--- config.mk ---
export PLATFORM = sky130hd
export DESIGN_NAME = kmeans_apb_arbiter
export DESIGN_NICKNAME = d
export VERILOG_FILES = /design/src/rtl/kmeans_arb_pkg.sv /design/src/rtl/kmeans_rr_picker.sv /design/src/rtl/kmeans_apb_arbiter.sv
export SDC_FILE = /design/constraint.sdc
export NUM_CORES = 1
export LEC_CHECK = 0
export CAP_MARGIN = 20
export CORE_AREA = 3 3 194 196
export CTS_CLUSTER_SIZE = 24
export DETAILED_ROUTE_END_ITERATION = 10
export DIE_AREA = 0 0 197 199
export HOLD_SLACK_MARGIN = 0.02
export PLACE_DENSITY = 0.44
export SETUP_SLACK_MARGIN = 0.05
export SLEW_MARGIN = 40
export SYNTH_ARGS = -nofsm -noshare
export SYNTH_HDL_FRONTEND = slang
export SYNTH_HIERARCHICAL = 1
export SYNTH_SLANG_ARGS = --single-unit
--- constraint.sdc ---
create_clock -name clk -period 2.55 [get_ports clk]
set_clock_uncertainty 0.2 [all_clocks]
set_input_delay 0.255 -clock clk [delete_from_list [all_inputs] [get_ports clk]]
set_output_delay 0.255 -clock clk [all_outputs]
set_load 0.02 [all_outputs]
--- src/rtl/kmeans_arb_pkg.sv ---
// Shared defaults and FSM encoding for the two-requester APB arbiter in front of the Kmeans slave.
package kmeans_arb_pkg;

  localparam int ADDR_W_DEF      = 9;
  localparam int DATA_W_DEF      = 91;
  localparam int TIMEOUT_CYC_DEF = 255;

  typedef enum logic [1:0] {
    ST_IDLE   = 2'd0,
    ST_SETUP  = 2'd1,
    ST_ACCESS = 2'd2
  } arb_state_e;

  // One-hot grant of two requesters to requester index.
  function automatic logic oh2idx(input logic [1:0] oh);
    return oh[1];
  endfunction

endpackage

--- src/rtl/kmeans_rr_picker.sv ---
// Two-way round-robin choice: on a tie the requester not granted last wins.
module kmeans_rr_picker (
  input  logic [1:0] req,
  input  logic       last,
  output logic [1:0] grant
);

  always_comb begin
    grant = req;
    if (&req) grant = last ? 2'b01 : 2'b10;
  end

endmodule

--- src/rtl/kmeans_apb_arbiter.sv ---
// Arbitrates two APB requesters onto the single Kmeans APB slave, with bus lock,
// ACCESS timeout and a registered interrupt fan-out.
module kmeans_apb_arbiter
  import kmeans_arb_pkg::*;
#(
  parameter int ADDR_W      = ADDR_W_DEF,
  parameter int DATA_W      = DATA_W_DEF,
  parameter int TIMEOUT_CYC = TIMEOUT_CYC_DEF
) (
  input  logic                clk,
  input  logic                rst_n,
  input  logic [1:0]          m_psel,
  input  logic [1:0]          m_penable,
  input  logic [1:0]          m_pwrite,
  input  logic [1:0]          m_lock,
  input  logic [2*ADDR_W-1:0] m_paddr,
  input  logic [2*DATA_W-1:0] m_pwdata,
  output logic [1:0]          m_pready,
  output logic [1:0]          m_pslverr,
  output logic [DATA_W-1:0]   m_prdata,
  output logic [1:0]          m_irq,
  output logic                s_psel,
  output logic                s_penable,
  output logic                s_pwrite,
  output logic [ADDR_W-1:0]   s_paddr,
  output logic [DATA_W-1:0]   s_pwdata,
  input  logic                s_pready,
  input  logic [DATA_W-1:0]   s_prdata,
  input  logic                interupt
);

  localparam logic [7:0] TMO_LAST = 8'(TIMEOUT_CYC - 1);

  arb_state_e          state_q, state_d;
  logic                gnt_q, gnt_d;
  logic                last_q, last_d;
  logic                lock_vld_q, lock_vld_d;
  logic                lock_own_q, lock_own_d;
  logic [7:0]          wcnt_q, wcnt_d;
  logic [ADDR_W-1:0]   s_paddr_q, s_paddr_d;
  logic [DATA_W-1:0]   s_pwdata_q, s_pwdata_d;
  logic                s_pwrite_q, s_pwrite_d;
  logic                irq_q, irq_d;

  logic [1:0]          req_eff;
  logic [1:0]          pick;
  logic                win;
  logic                done;
  logic                tmo;

  // The transfer phase is implied by the master's select; penable is not needed.
  logic unused_penable;
  assign unused_penable = ^m_penable;

  assign done = (state_q == ST_ACCESS) && s_pready;
  assign tmo  = (state_q == ST_ACCESS) && !s_pready && (wcnt_q == TMO_LAST);

  // A requesting lock owner is granted outright; an owner that still holds
  // m_lock without requesting keeps everyone else waiting.
  always_comb begin
    req_eff = m_psel;
    if (lock_vld_q) begin
      if (m_psel[lock_own_q])      req_eff = 2'b01 << lock_own_q;
      else if (m_lock[lock_own_q]) req_eff = 2'b00;
    end
  end

  kmeans_rr_picker u_pick (
    .req   (req_eff),
    .last  (last_q),
    .grant (pick)
  );

  assign win = oh2idx(pick);

  always_comb begin
    state_d    = state_q;
    gnt_d      = gnt_q;
    last_d     = last_q;
    lock_vld_d = lock_vld_q;
    lock_own_d = lock_own_q;
    wcnt_d     = wcnt_q;
    s_paddr_d  = s_paddr_q;
    s_pwdata_d = s_pwdata_q;
    s_pwrite_d = s_pwrite_q;
    irq_d      = interupt;
    case (state_q)
      ST_IDLE: begin
        if (lock_vld_q && !m_psel[lock_own_q] && !m_lock[lock_own_q]) lock_vld_d = 1'b0;
        if (|req_eff) begin
          gnt_d      = win;
          last_d     = win;
          s_paddr_d  = win ? m_paddr[2*ADDR_W-1:ADDR_W]  : m_paddr[ADDR_W-1:0];
          s_pwdata_d = win ? m_pwdata[2*DATA_W-1:DATA_W] : m_pwdata[DATA_W-1:0];
          s_pwrite_d = win ? m_pwrite[1] : m_pwrite[0];
          state_d    = ST_SETUP;
        end
      end
      ST_SETUP: begin
        wcnt_d  = 8'd0;
        state_d = ST_ACCESS;
      end
      ST_ACCESS: begin
        if (done) begin
          lock_vld_d = m_lock[gnt_q];
          lock_own_d = gnt_q;
          wcnt_d     = 8'd0;
          state_d    = ST_IDLE;
        end else if (tmo) begin
          lock_vld_d = 1'b0;
          wcnt_d     = 8'd0;
          state_d    = ST_IDLE;
        end else begin
          wcnt_d = wcnt_q + 8'd1;
        end
      end
      default: state_d = ST_IDLE;
    endcase
  end

  always_ff @(posedge clk or negedge rst_n) begin
    if (!rst_n) begin
      state_q    <= ST_IDLE;
      gnt_q      <= 1'b0;
      last_q     <= 1'b1;
      lock_vld_q <= 1'b0;
      lock_own_q <= 1'b0;
      wcnt_q     <= 8'd0;
      s_paddr_q  <= '0;
      s_pwdata_q <= '0;
      s_pwrite_q <= 1'b0;
      irq_q      <= 1'b0;
    end else begin
      state_q    <= state_d;
      gnt_q      <= gnt_d;
      last_q     <= last_d;
      lock_vld_q <= lock_vld_d;
      lock_own_q <= lock_own_d;
      wcnt_q     <= wcnt_d;
      s_paddr_q  <= s_paddr_d;
      s_pwdata_q <= s_pwdata_d;
      s_pwrite_q <= s_pwrite_d;
      irq_q      <= irq_d;
    end
  end

  assign s_psel    = (state_q != ST_IDLE);
  assign s_penable = (state_q == ST_ACCESS);
  assign s_paddr   = s_paddr_q;
  assign s_pwdata  = s_pwdata_q;
  assign s_pwrite  = s_pwrite_q;

  assign m_pready  = (done || tmo) ? (2'b01 << gnt_q) : 2'b00;
  assign m_pslverr = tmo ? (2'b01 << gnt_q) : 2'b00;
  assign m_prdata  = done ? s_prdata : '0;
  assign m_irq     = {2{irq_q}};

endmodule

### After elaboration in Yosys (flattened, before gate mapping)

Cells that the tools add are included.

* word-level logic and storage cells: 68
* register bits: 116
* output and inout port bits: 200
* input port bits: 303

* shift-type cells: 2
* add/subtract/negate cells: 1
* reductions and logical operators: 19
* mux-type cells: 28
* $lt $le $gt $ge: 2
* equal/unequal tests: 6

Operators with widths (count)
* two-way mux 91 bit: 2
* two-way mux 2 bit: 10
* two-way mux 8 bit: 2
* case mux 8 bit (2 select lines): 1
* two-way mux 1 bit: 10
* two-way mux 9 bit: 1
* adder 8 x 1 -> 8 bit (second input constant): 1
* equality test 8 bit (second input constant): 1
* AND reduction 2 bit: 4
* case mux 2 bit (3 select lines): 1
* nonzero test 2 bit: 3
* logical AND 1 bit: 5
* less-than comparator 1 x 2 -> 1 bit (second input constant): 2
* != test 2 bit (second input constant): 2
* left shift 1 x 1 -> 2 bit (first input constant): 2
* logical NOT 1 bit: 3
* != test 3 x 1 -> 1 bit (second input constant): 1
* AND reduction 3 bit: 1
* equality test 2 x 1 -> 1 bit (second input constant): 1
* equality test 2 bit (second input constant): 1
* logical NOT 2 bit: 1
* case mux 1 bit (2 select lines): 1
* OR reduction 2 bit: 1
* logical OR 1 bit: 1

### Longest topological paths before layout

* depth after elaboration: 8
* depth in mapped cells: 8
* gate-level depth less buffers: 6

### Cells and area by module

Netlist, hierarchy kept.

Modules (own cells, without submodules)
* kmeans_apb_arbiter: cells an instance 649, times used 1, area each 6155.9 um^2
* kmeans_rr_picker: cells an instance 3, times used 1, area each 18.8 um^2

### Least setup slack after synthesis

No wires, ideal clock.

* path type: reg2reg
* start: reg lock_own_q
* end: reg s_pwdata_q[10], in the netlist s_pwdata[10]
* setup time: 126 ps
* stages on the path, launching flop included: 9
* path buffers: 3
* period minus slack after synthesis: 2179 ps
* path slack: 371 ps
* arrival time: 1853 ps
* data required time: 2224 ps
* path through: dfrtp_1 > o211ai_1 > and2_1 > a21boi_0 > clkbuf_1 > buf_2 > clkbuf_1 > mux2i_1 > a21oi_1

* longest elaborated chain between the ends: 8

RTL lines
* start, declared: RTL line kmeans_apb_arbiter.sv:38 `logic lock_own_q, lock_own_d;`
* start signal, assigned: RTL line kmeans_apb_arbiter.sv:138 `lock_own_q <= lock_own_d;`
* two-way mux 1 bit (implied by the code) (2 in a row): RTL line kmeans_apb_arbiter.sv:64 `else if (m_lock[lock_own_q]) req_eff = 2'b00;`
* two-way mux 2 bit: RTL line kmeans_apb_arbiter.sv:64
* two-way mux 2 bit (*): RTL line kmeans_apb_arbiter.sv:63 `if (m_psel[lock_own_q]) req_eff = 2'b01 << lock_own_q;`
* two-way mux 2 bit (*): RTL line kmeans_apb_arbiter.sv:62 `if (lock_vld_q) begin`
* named net req_eff[0]: RTL line kmeans_apb_arbiter.sv:45 `logic [1:0] req_eff;`
* AND reduction 2 bit (*): RTL line kmeans_rr_picker.sv:10 `if (&req) grant = last ? 2'b01 : 2'b10;`
* two-way mux 2 bit (*): RTL line kmeans_rr_picker.sv:10
* named net pick[1]: RTL line kmeans_apb_arbiter.sv:46 `logic [1:0] pick;`
* two-way mux 91 bit (*): RTL line kmeans_apb_arbiter.sv:94 `s_pwdata_d = win ? m_pwdata[2*DATA_W-1:DATA_W] : m_pwdata[DATA_W-1:0];`
* end signal, assigned: RTL line kmeans_apb_arbiter.sv:141 `s_pwdata_q <= s_pwdata_d;`
* end, declared: RTL line kmeans_apb_arbiter.sv:41 `logic [DATA_W-1:0] s_pwdata_q, s_pwdata_d;`

The timed path passes the listed nets; every way through them passes the cells marked *. The select of a mux whose other input is x is not followed.
A chain may end at the register's enable or synchronous reset.

### Worst setup path in the final report

* start: reg wcnt_q[0]
* end: out m_pready[1]

* longest elaborated chain between the ends: 4

RTL lines
* start, declared: RTL line kmeans_apb_arbiter.sv:39 `logic [7:0] wcnt_q, wcnt_d;`
* start signal, assigned: RTL line kmeans_apb_arbiter.sv:139 `wcnt_q <= wcnt_d;`
* equality test 8 bit: RTL line kmeans_apb_arbiter.sv:56 `assign tmo = (state_q == ST_ACCESS) && !s_pready && (wcnt_q == TMO_LAST);`
* logical AND 1 bit: RTL line kmeans_apb_arbiter.sv:56
* logical OR 1 bit: RTL line kmeans_apb_arbiter.sv:153 `assign m_pready = (done || tmo) ? (2'b01 << gnt_q) : 2'b00;`
* two-way mux 2 bit: RTL line kmeans_apb_arbiter.sv:153
* end, declared: RTL line kmeans_apb_arbiter.sv:18 `output logic [1:0] m_pready,`

Every way passes these cells.

==> flow_summary.ini <==
[pwr]
power_frac_comb = 0.540
sw_frac_of_total = 0.411
clkPwrFrac = 0.202
seqPwrFrac = 0.258
p_per_area_nw_per_um2 = 1010
p_switching_uw = 5040
p_leak_uw = 0.00548
p_int_uw = 7230
vdd_drop_max_uv = 394

[worst_setup_path]
startpoint = wcnt_q[0]
worstSetupEndpointType = output port
reg2reg_from = state_q[0]
regToRegSetupSlack_ns = 0.44
setup.worst_path.end = m_pready[1]
crit_type = flip-flop to output port
cp_max_fo = 4
setup.worst_path.start_class = flip-flop
required_ns = 2.10
cp.arrival_ns = 1.93
reg2reg_depth = 9
r2r_end = s_pwdata[15]

[final_layout]
multi_input_area_um2 = 3010
fin_nets = 1453
fill_cells = 3827
area_delta_synth_final_pct = 97.7
drive_gt1_frac = 0.131
stdcell_count = 1626
regArea_um2 = 2900

[clock_network]
clock_sinks = 116
cts_tree = built
cts_max_level = 4
cts_buffers = 17
clkTransAtPathRegs_ns = 0.07
cts.path.max_buffers = 2
clock_latency_ns = 0.41
cts_root_buf = clkbuf_16

[logic_synthesis]
yosys_warnings = 6
syn_inst = 650
syn-num-nets = 959
syn_area_um2 = 6160
avgSynthCellArea_um2 = 9.48

[timing]
post-route-period-util = 0.936
tns_ns = 0
rsz0062_at_grt = true
final_max_slew_viol_count = 0
max_slew_margin = 0.659
min_period_ns = 2.39
hold_viol = 0
finalSetupViolCount = 0
worstMarginPinSlew_ns = 0.509
clock.fmax_mhz = 419

[drt]
drt_first_pass_iters = 4
drc = 0
drtAntennaViolNets = 0
post_drt_via_cell_ratio = 4.01
vias = 6521
wire_per_inst_um = 17.6
drt_iter0_drc = 213
drt_wl_total_um = 28600

[floorplan]
num_io_pins = 503
rows = 70
start_util = 0.170
dieArea_um2 = 39200
coreArea_um2 = 36300
fp.dieH_um = 199
die_x_um = 197

[global_routing]
grt_pass1_wl_um = 40800
grt.overflow.total = 0
grt_start_max_net_pins = 95
track_usage = 0.136
antenna_found_initial = 0
grt_pass1_vias = 6439

[place]
portBuffers = 500
placed_cells = 1591
gp_congestion = 0.813
place_hpwl_um = 22400

[job]
maxCapViolCount = 0

[run_status]
status = finished, final reports clean

[hold_path]
hold_path.class = input port to flip-flop
-- cell usage in the layout, fill, tap and decap left out, types with 2 or more instances in the layout --
cell type        instances
ha_1                     5
a21oi_2                  2
nand3_1                  5
nand2_1                  5
a21o_1                   2
clkdlybuf4s50_1        402
and3_1                  92
a21oi_1                102
dfrtp_1                115
buf_4                   19
mux2i_1                104
inv_6                    5
buf_12                  11
clkdlybuf4s15_2          7
mux2_2                   3
dlygate4sd2_1           15
o2bb2ai_1                3
clkdlybuf4s15_1          5
clkbuf_2                65
o22ai_1                  2
clkinv_4                 5
bufinv_16                2
clkbuf_16               17
nand2b_1                 4
nor3_1                   5
o21ai_0                  9
inv_1                    9
buf_2                    2
buf_6                    4
nor2_1                 107
o211ai_1                 2
-- timing repair --
action / CTS / global route
pin swaps: 0 / 4
gates resized for setup: 137 / 133
endpoints found under the setup margin: 96 / 86
endpoints found under the hold margin: 48 / 0
buffers inserted: 0 / 1
hold buffers: 1 / 0
-- stage by stage --
step	setup WS (ns)	cell area (um^2)	total power, uW	util	hold slack (ns)
3_5_place_dp	0.0158	11900	10000	0.328	0.0482
6_report	0.164	12200	12300	0.336	0.0978
4_1_cts	0.0503	12400	12500	0.342	0.0666
2_1_floorplan	0.383	6160	6550	-	-0.241
3_3_place_gp	-0.00564	11900	9990	0.328	0.0453
5_1_grt	0.0417	12200	13100	0.336	0.0632
-- power by group through the flow --
stage	Sequential [uW]	Clock, uW	Combinational, uW
finish	3170	2480	6620
detailed placement	3190	0	6820
floorplan	4120	0	2430
global placement	3180	0	6820
global route	3290	2660	7160
CTS	3180	2580	6730
-- worst min path at each step --
| stage | startpoint | endpoint | slack (ns) | depth (start not counted) |
|---|---|---|---|---|
| finish | interupt | irq_q | 0.1 | 1 |
| floorplan | rst_n | gnt_q | -0.24 | 0 |
| CTS | interupt | irq_q | 0.07 | 1 |
| detailed placement | rst_n | s_pwdata[30] | 0.05 | 1 |
| global placement | rst_n | s_pwdata[30] | 0.05 | 1 |
| global route | interupt | irq_q | 0.06 | 1 |
-- worst max-delay path, stage by stage, from the launching register on --
cell and delay (ns):
dfrtp_1 0.39, inv_1 0.08, ha_1 0.15, nand4_1 0.15, or3_4 0.46, a21oi_2 0.16, buf_6 0.14
-- sequential cells by signal, summed over array words and instances (netlist names) --
register and cells:
last_q 1, irq_q 1, wcnt_q 8, state_q 2, lock_vld_q 1, s_paddr 9
s_pwrite 1, gnt_q 1, s_pwdata 91, lock_own_q 1
-- per-layer routing --
| layer | up-vias | track usage | part of all wire |
|---|---|---|---|
| li1 | 3272 | - | - |
| met1 | 3028 | 0.173 | 0.43 |
| met2 | 206 | 0.235 | 0.50 |
| met3 | 15 | 0.0362 | 0.063 |
| met4 | 0 | 0.0256 | 0.0075 |
| met5 | - | 0 | 0 |
-- layout make-up --
cell class                 count  share of cell area
clock buffer                  17              0.0349
antenna                        1            0.000205
sequential                   116               0.238
clock inverter                15              0.0141
tap                          468              0.0481
multi-input combinational    468               0.247
timing repair buffer         532               0.415
inverter                       9             0.00277
No activity file was read; power rests on OpenSTA's default activity.
